<file path="src/rtl/mux_rr_sched_pkg.sv">
// Shared types and sizes for the round-robin byte-mux scheduler.
// Imported by the scheduler top and its pick sub-module.
package mux_rr_sched_pkg;

  localparam int N_REQ = 8;
  localparam int SEL_W = 3;

  typedef enum logic {
    IDLE = 1'b0,
    BUSY = 1'b1
  } state_t;

endpackage

</file>
<file path="src/rtl/mux_rr_sched_rr_pick8.sv">
// Combinational 8-way winner pick: rotating search from base,
// or lowest set index when fixed priority is requested.
module rr_pick8
  import mux_rr_sched_pkg::*;
(
  input  logic [N_REQ-1:0] i_eligible,
  input  logic [SEL_W-1:0] i_base,
  input  logic             i_fixed,
  output logic [SEL_W-1:0] o_winner,
  output logic             o_found
);

  logic [SEL_W-1:0] w_idx;

  always_comb begin
    o_winner = '0;
    o_found  = 1'b0;
    w_idx    = '0;
    for (int i = 0; i < N_REQ; i++) begin
      w_idx = i_fixed ? SEL_W'(i) : i_base + SEL_W'(i);
      if (!o_found && i_eligible[w_idx]) begin
        o_winner = w_idx;
        o_found  = 1'b1;
      end
    end
  end

endmodule

</file>
<file path="src/rtl/mux_rr_sched.sv">
// Round-robin scheduler sharing an 8-to-1 byte mux between requesters,
// with a valid/ready consumer port, one-hot ack and a stall timeout.
module mux_rr_sched
  import mux_rr_sched_pkg::*;
#(
  parameter int WIDTH   = 8,
  parameter int TIMEOUT = 16
) (
  input  logic             clk,
  input  logic             rst,
  input  logic [N_REQ-1:0] req,
  input  logic [N_REQ-1:0] en_mask,
  input  logic             fixed_prio,
  output logic [SEL_W-1:0] mux_sel,
  input  logic [WIDTH-1:0] mux_y,
  output logic             out_valid,
  input  logic             out_ready,
  output logic [WIDTH-1:0] out_data,
  output logic [SEL_W-1:0] out_src,
  output logic [N_REQ-1:0] ack,
  output logic             timeout,
  output logic             busy
);

  localparam int CNT_W = (TIMEOUT > 0) ? $clog2(TIMEOUT + 1) : 1;
  localparam logic [CNT_W-1:0] CNT_LAST =
    CNT_W'((TIMEOUT > 0) ? TIMEOUT - 1 : 0);

  state_t           r_state;
  state_t           w_next;
  logic [SEL_W-1:0] r_sel;
  logic [SEL_W-1:0] r_last;
  logic [CNT_W-1:0] r_cnt;
  logic             r_to;

  logic [N_REQ-1:0] w_elig;
  logic [SEL_W-1:0] w_base;
  logic [SEL_W-1:0] w_win;
  logic             w_found;
  logic             w_busy;
  logic             w_valid;
  logic             w_hs;
  logic             w_to_hit;
  logic             w_done;

  assign w_elig = req & en_mask;
  assign w_base = r_last + 3'd1;

  rr_pick8 u_pick (
    .i_eligible (w_elig),
    .i_base     (w_base),
    .i_fixed    (fixed_prio),
    .o_winner   (w_win),
    .o_found    (w_found)
  );

  assign w_busy   = (r_state == BUSY);
  assign w_valid  = w_busy & req[r_sel];
  assign w_hs     = w_valid & out_ready;
  // A handshake on the last allowed cycle beats the timeout.
  assign w_to_hit = (TIMEOUT != 0) && w_valid &&
                    (r_cnt == CNT_LAST) && !w_hs;
  assign w_done   = w_busy & (w_hs | ~req[r_sel] | w_to_hit);

  always_comb begin
    w_next = r_state;
    unique case (r_state)
      IDLE: if (w_found) w_next = BUSY;
      BUSY: if (w_done)  w_next = IDLE;
      default: w_next = IDLE;
    endcase
  end

  always_ff @(posedge clk) begin
    if (rst) begin
      r_state <= IDLE;
      r_sel   <= '0;
      r_last  <= 3'd7;
      r_cnt   <= '0;
      r_to    <= 1'b0;
    end else begin
      r_state <= w_next;
      r_to    <= w_to_hit;
      if (!w_busy && w_found) begin
        r_sel <= w_win;
        r_cnt <= '0;
      end
      if (w_busy) begin
        if (w_done)
          r_last <= r_sel;
        else if (r_cnt != '1)
          r_cnt <= r_cnt + CNT_W'(1);
      end
    end
  end

  assign mux_sel   = r_sel;
  assign out_valid = w_valid;
  assign out_data  = mux_y;
  assign out_src   = r_sel;
  assign ack       = w_hs ? (N_REQ'(1) << r_sel) : '0;
  assign timeout   = r_to;
  assign busy      = w_busy;

endmodule
</file>
<file path="config.mk">
export PLATFORM = sky130hd
export DESIGN_NAME = mux_rr_sched
export DESIGN_NICKNAME = d
export VERILOG_FILES = /design/src/rtl/mux_rr_sched_pkg.sv /design/src/rtl/mux_rr_sched_rr_pick8.sv /design/src/rtl/mux_rr_sched.sv
export SDC_FILE = /design/constraint.sdc
export NUM_CORES = 1
export LEC_CHECK = 0
export ABC_AREA = 1
export CAP_MARGIN = 20
export CORE_UTILIZATION = 49
export DETAILED_ROUTE_END_ITERATION = 10
export GPL_TIMING_DRIVEN = 1
export PLACE_DENSITY = 0.86
export SLEW_MARGIN = 20
export SYNTH_ARGS = -nofsm -noshare
export SYNTH_HDL_FRONTEND = slang
export SYNTH_HIERARCHICAL = 1
export SYNTH_SLANG_ARGS = --single-unit
</file>
<file path="constraint.sdc">
create_clock -name clk -period 3.5 [get_ports clk]
set_clock_uncertainty 0.2 [all_clocks]
set_input_delay 0.7 -clock clk [delete_from_list [all_inputs] [get_ports clk]]
set_output_delay 0.7 -clock clk [all_outputs]
set_load 0.01 [all_outputs]
</file>
==> results.md <==
- Final wirelength: 4610 um
- Max-Cap Viols: 0
- Unique masters post-synth: 28
- I/O pin cnt: 53
- Die area: 0.00412 mm2
- Final ANT Viol Nets: 0
- WP data arrival: 2.43 ns
- Layout area overhead: 20.4%
- Dpl cells: 402
- RSZ-0062 raised after global routing: false
- Sw Pwr: 1.04 mW
- Switching Share: 57.1%
- Die width: 64.2 um
- Crit Path Max Fanout: 2
- H-tree levels: 1
- R2R Setup Slk: 0.46 ns
- Max Clk Rate: 300 MHz
- Main area contributors after synthesis: nand2_1, nand3_1, dfxtp_1
- Setup repair bufs after CTS: 0
- #FFs+latches synth: 13
- Reg2reg end: r_cnt[3]
- Fillers: 352
- Post-DP HPWL: 3780 um
- Largest net degree at the start of global routing: 17
- Post-DR vias/cell: 5.24
- Most frequent cells in the layout: nand2_1, nand3_1, inv_1
- Commonest non-fill, non-tap cell in the layout: nand2_1
- # hold bufs at CTS: 0
- Mapped Cells: 330
- HP Class: reg2reg
- Clk_lat worst skew: 0.24 ns
- Worst setup startpoint: req[3]
- Max-slew violation count: 0
- Slew HR: 68.8%
- Via Count: 2126
- Multi-input logic area: 0.00130 mm2
- Setup TNS: 0 ns
- Share of cells above drive strength 1: 14.2%
- DR iter-0 viols: 138
- WS Path Type: in2out
- Post-synthesis cell type with the largest combined area: nand2_1
- GRT Total Usage: 24.3%
- Final setup viols: 0
- CP Launch Type: input port
- CTS tree: done
- FF-to-FF path depth: 18
- First-pass GRT wire length: 8030 um
- Seq pwr share: 13.1%
- Vias in the first global route: 1947
- Power density over cell area: 797 mW/mm2
- Worst Path Required: 2.60 ns
- Syn Nets: 364
- Final WS setup: 0.171 ns
- Status: complete, no violations
- Power share of the combinational group: 79.6%
- Worst-path clk slew: 0.05 ns
- Initial Util: 51.3%
- Final min period: 3.33 ns
- Fin util: 61.8%
- FF-to-FF Start: r_last[0]
- Residual DRC: 0
- Endpoints failing hold: 0
- Routability congestion estimate: 0.920
- Worst slew pin tran: 0.468 ns
- Non-filler instance count after layout: 406
- DR pass1 iterations: 7
- Chip height: 64.2 um
- Power Total: 1.82 mW
- Global route overflow: 0
- Diode count: 0
- Leakage Power: 1.31 nW
- Synth top area share: 18.8%
- Register area share after synthesis: 13.7%
- Initial antenna violation count: 0
- Core area: 0.00369 mm2
- Clock root cell: clkbuf_8
- Tcrit/Tclk final: 95.1%
- Synth warn: 6
- Mean Syn Cell Area: 5.74 um2
- Worst vdd rail ir drop: 0.400 mV
- Port Buffers: 36
- Internal: 779 uW
- Num rows: 22
- Clock group share of total power: 7.4%
- Crit end category: output port
- CTS Buf Count: 3
- Layout net count: 393
- Resize count post-CTS: 0
- Clock tree sinks: 13
- Worst Setup EP: out_valid
- Syn Std Cell Area: 0.00189 mm2
- Pre-CTS WS: 0.0561 ns
- Register area: 260 um2
- Average routed wire per standard cell: 11.4 um
- Clock buffer depth: 2
[layout make-up]
cell class | instances | area share (%)
Tap cell | 48 | 2.64
Sequential cell | 13 | 11.4
Multi-Input combinational cell | 250 | 57.1
Clock buffer | 4 | 1.98
Timing Repair Buffer | 41 | 18.3
Inverter | 50 | 8.57
[registers in the layout (all words and copies together), names as in the netlist]
signal / flops
mux_sel: 3
busy: 1
r_cnt: 5
timeout: 1
r_last: 3
[cell families (layout without fill, tap and decap cells)]
| group | Yosys count | count (layout) | share of synthesized area (%) |
|---|---|---|---|
| simple gates | 222 | 222 | 57.9 |
| flops | 13 | 13 | 13.7 |
| compound gates | 21 | 21 | 6.35 |
| buf+inv | 67 | 95 | 17.6 |
| xor+xnor | 1 | 1 | 0.463 |
| fa+ha+maj | 6 | 6 | 3.97 |
[power by group through the flow]
stage / combinational [mW] / clock [mW] / sequential [mW]
2_1_floorplan: 1.11 / 0 / 0.227
3_5_place_dp: 1.43 / 0 / 0.240
4_1_cts: 1.44 / 0.135 / 0.237
3_3_place_gp: 1.40 / 0 / 0.239
5_1_grt: 1.64 / 0.141 / 0.243
6_report: 1.44 / 0.134 / 0.237
[worst max-delay path, stage by stage]
cell and delay [ns]:
clkdlybuf4s50_1 0.48, nand2_1 0.06, nand2_1 0.08, nand2_1 0.08, nand2_1 0.10, nand2_1 0.08
nand2_2 0.08, buf_4 0.13, nand2_1 0.06, inv_1 0.05, clkdlybuf4s50_1 0.52
[through the flow]
step | hold slack [ns] | instance area, um2
final | 0.271 | 2280
after detailed placement | 0.257 | 2210
after global placement | 0.249 | 2210
after CTS | 0.271 | 2260
after global routing | 0.302 | 2280
after floorplan | 0.233 | 1890
[layer usage]
metal / part of all wire (%) / up-vias / wire length [um] / global-route usage, %
met2: 49 / 83 / 2260 / 44.8
met5: 0 / - / 0 / 0
met4: 0.78 / 0 / 36 / 8.06
met3: 6.0 / 4 / 277 / 1.61
met1: 44 / 944 / 2040 / 29.4
li1: - / 1095 / - / -
[synthesized netlist by cell type (all sizes together)]
cell and count:
nand2 113, a21oi 12, nor4 1, inv 48
ha 6, nand4 8, clkinv 2, nand3 65
xor2 1, nor2 34, and2 1, buf 17
o21ai 9, dfxtp 13
[worst min path at each step]
stage | startpoint | to | cells after the start
after floorplan | r_last[1] | r_last[1] | 2
after global placement | r_last[1] | r_last[1] | 2
after detailed placement | r_last[1] | r_last[1] | 2
after CTS | r_last[1] | r_last[1] | 2
after global routing | r_last[2] | r_last[2] | 2
final | r_last[1] | r_last[1] | 2
No activity file was read; power rests on OpenSTA's default activity.
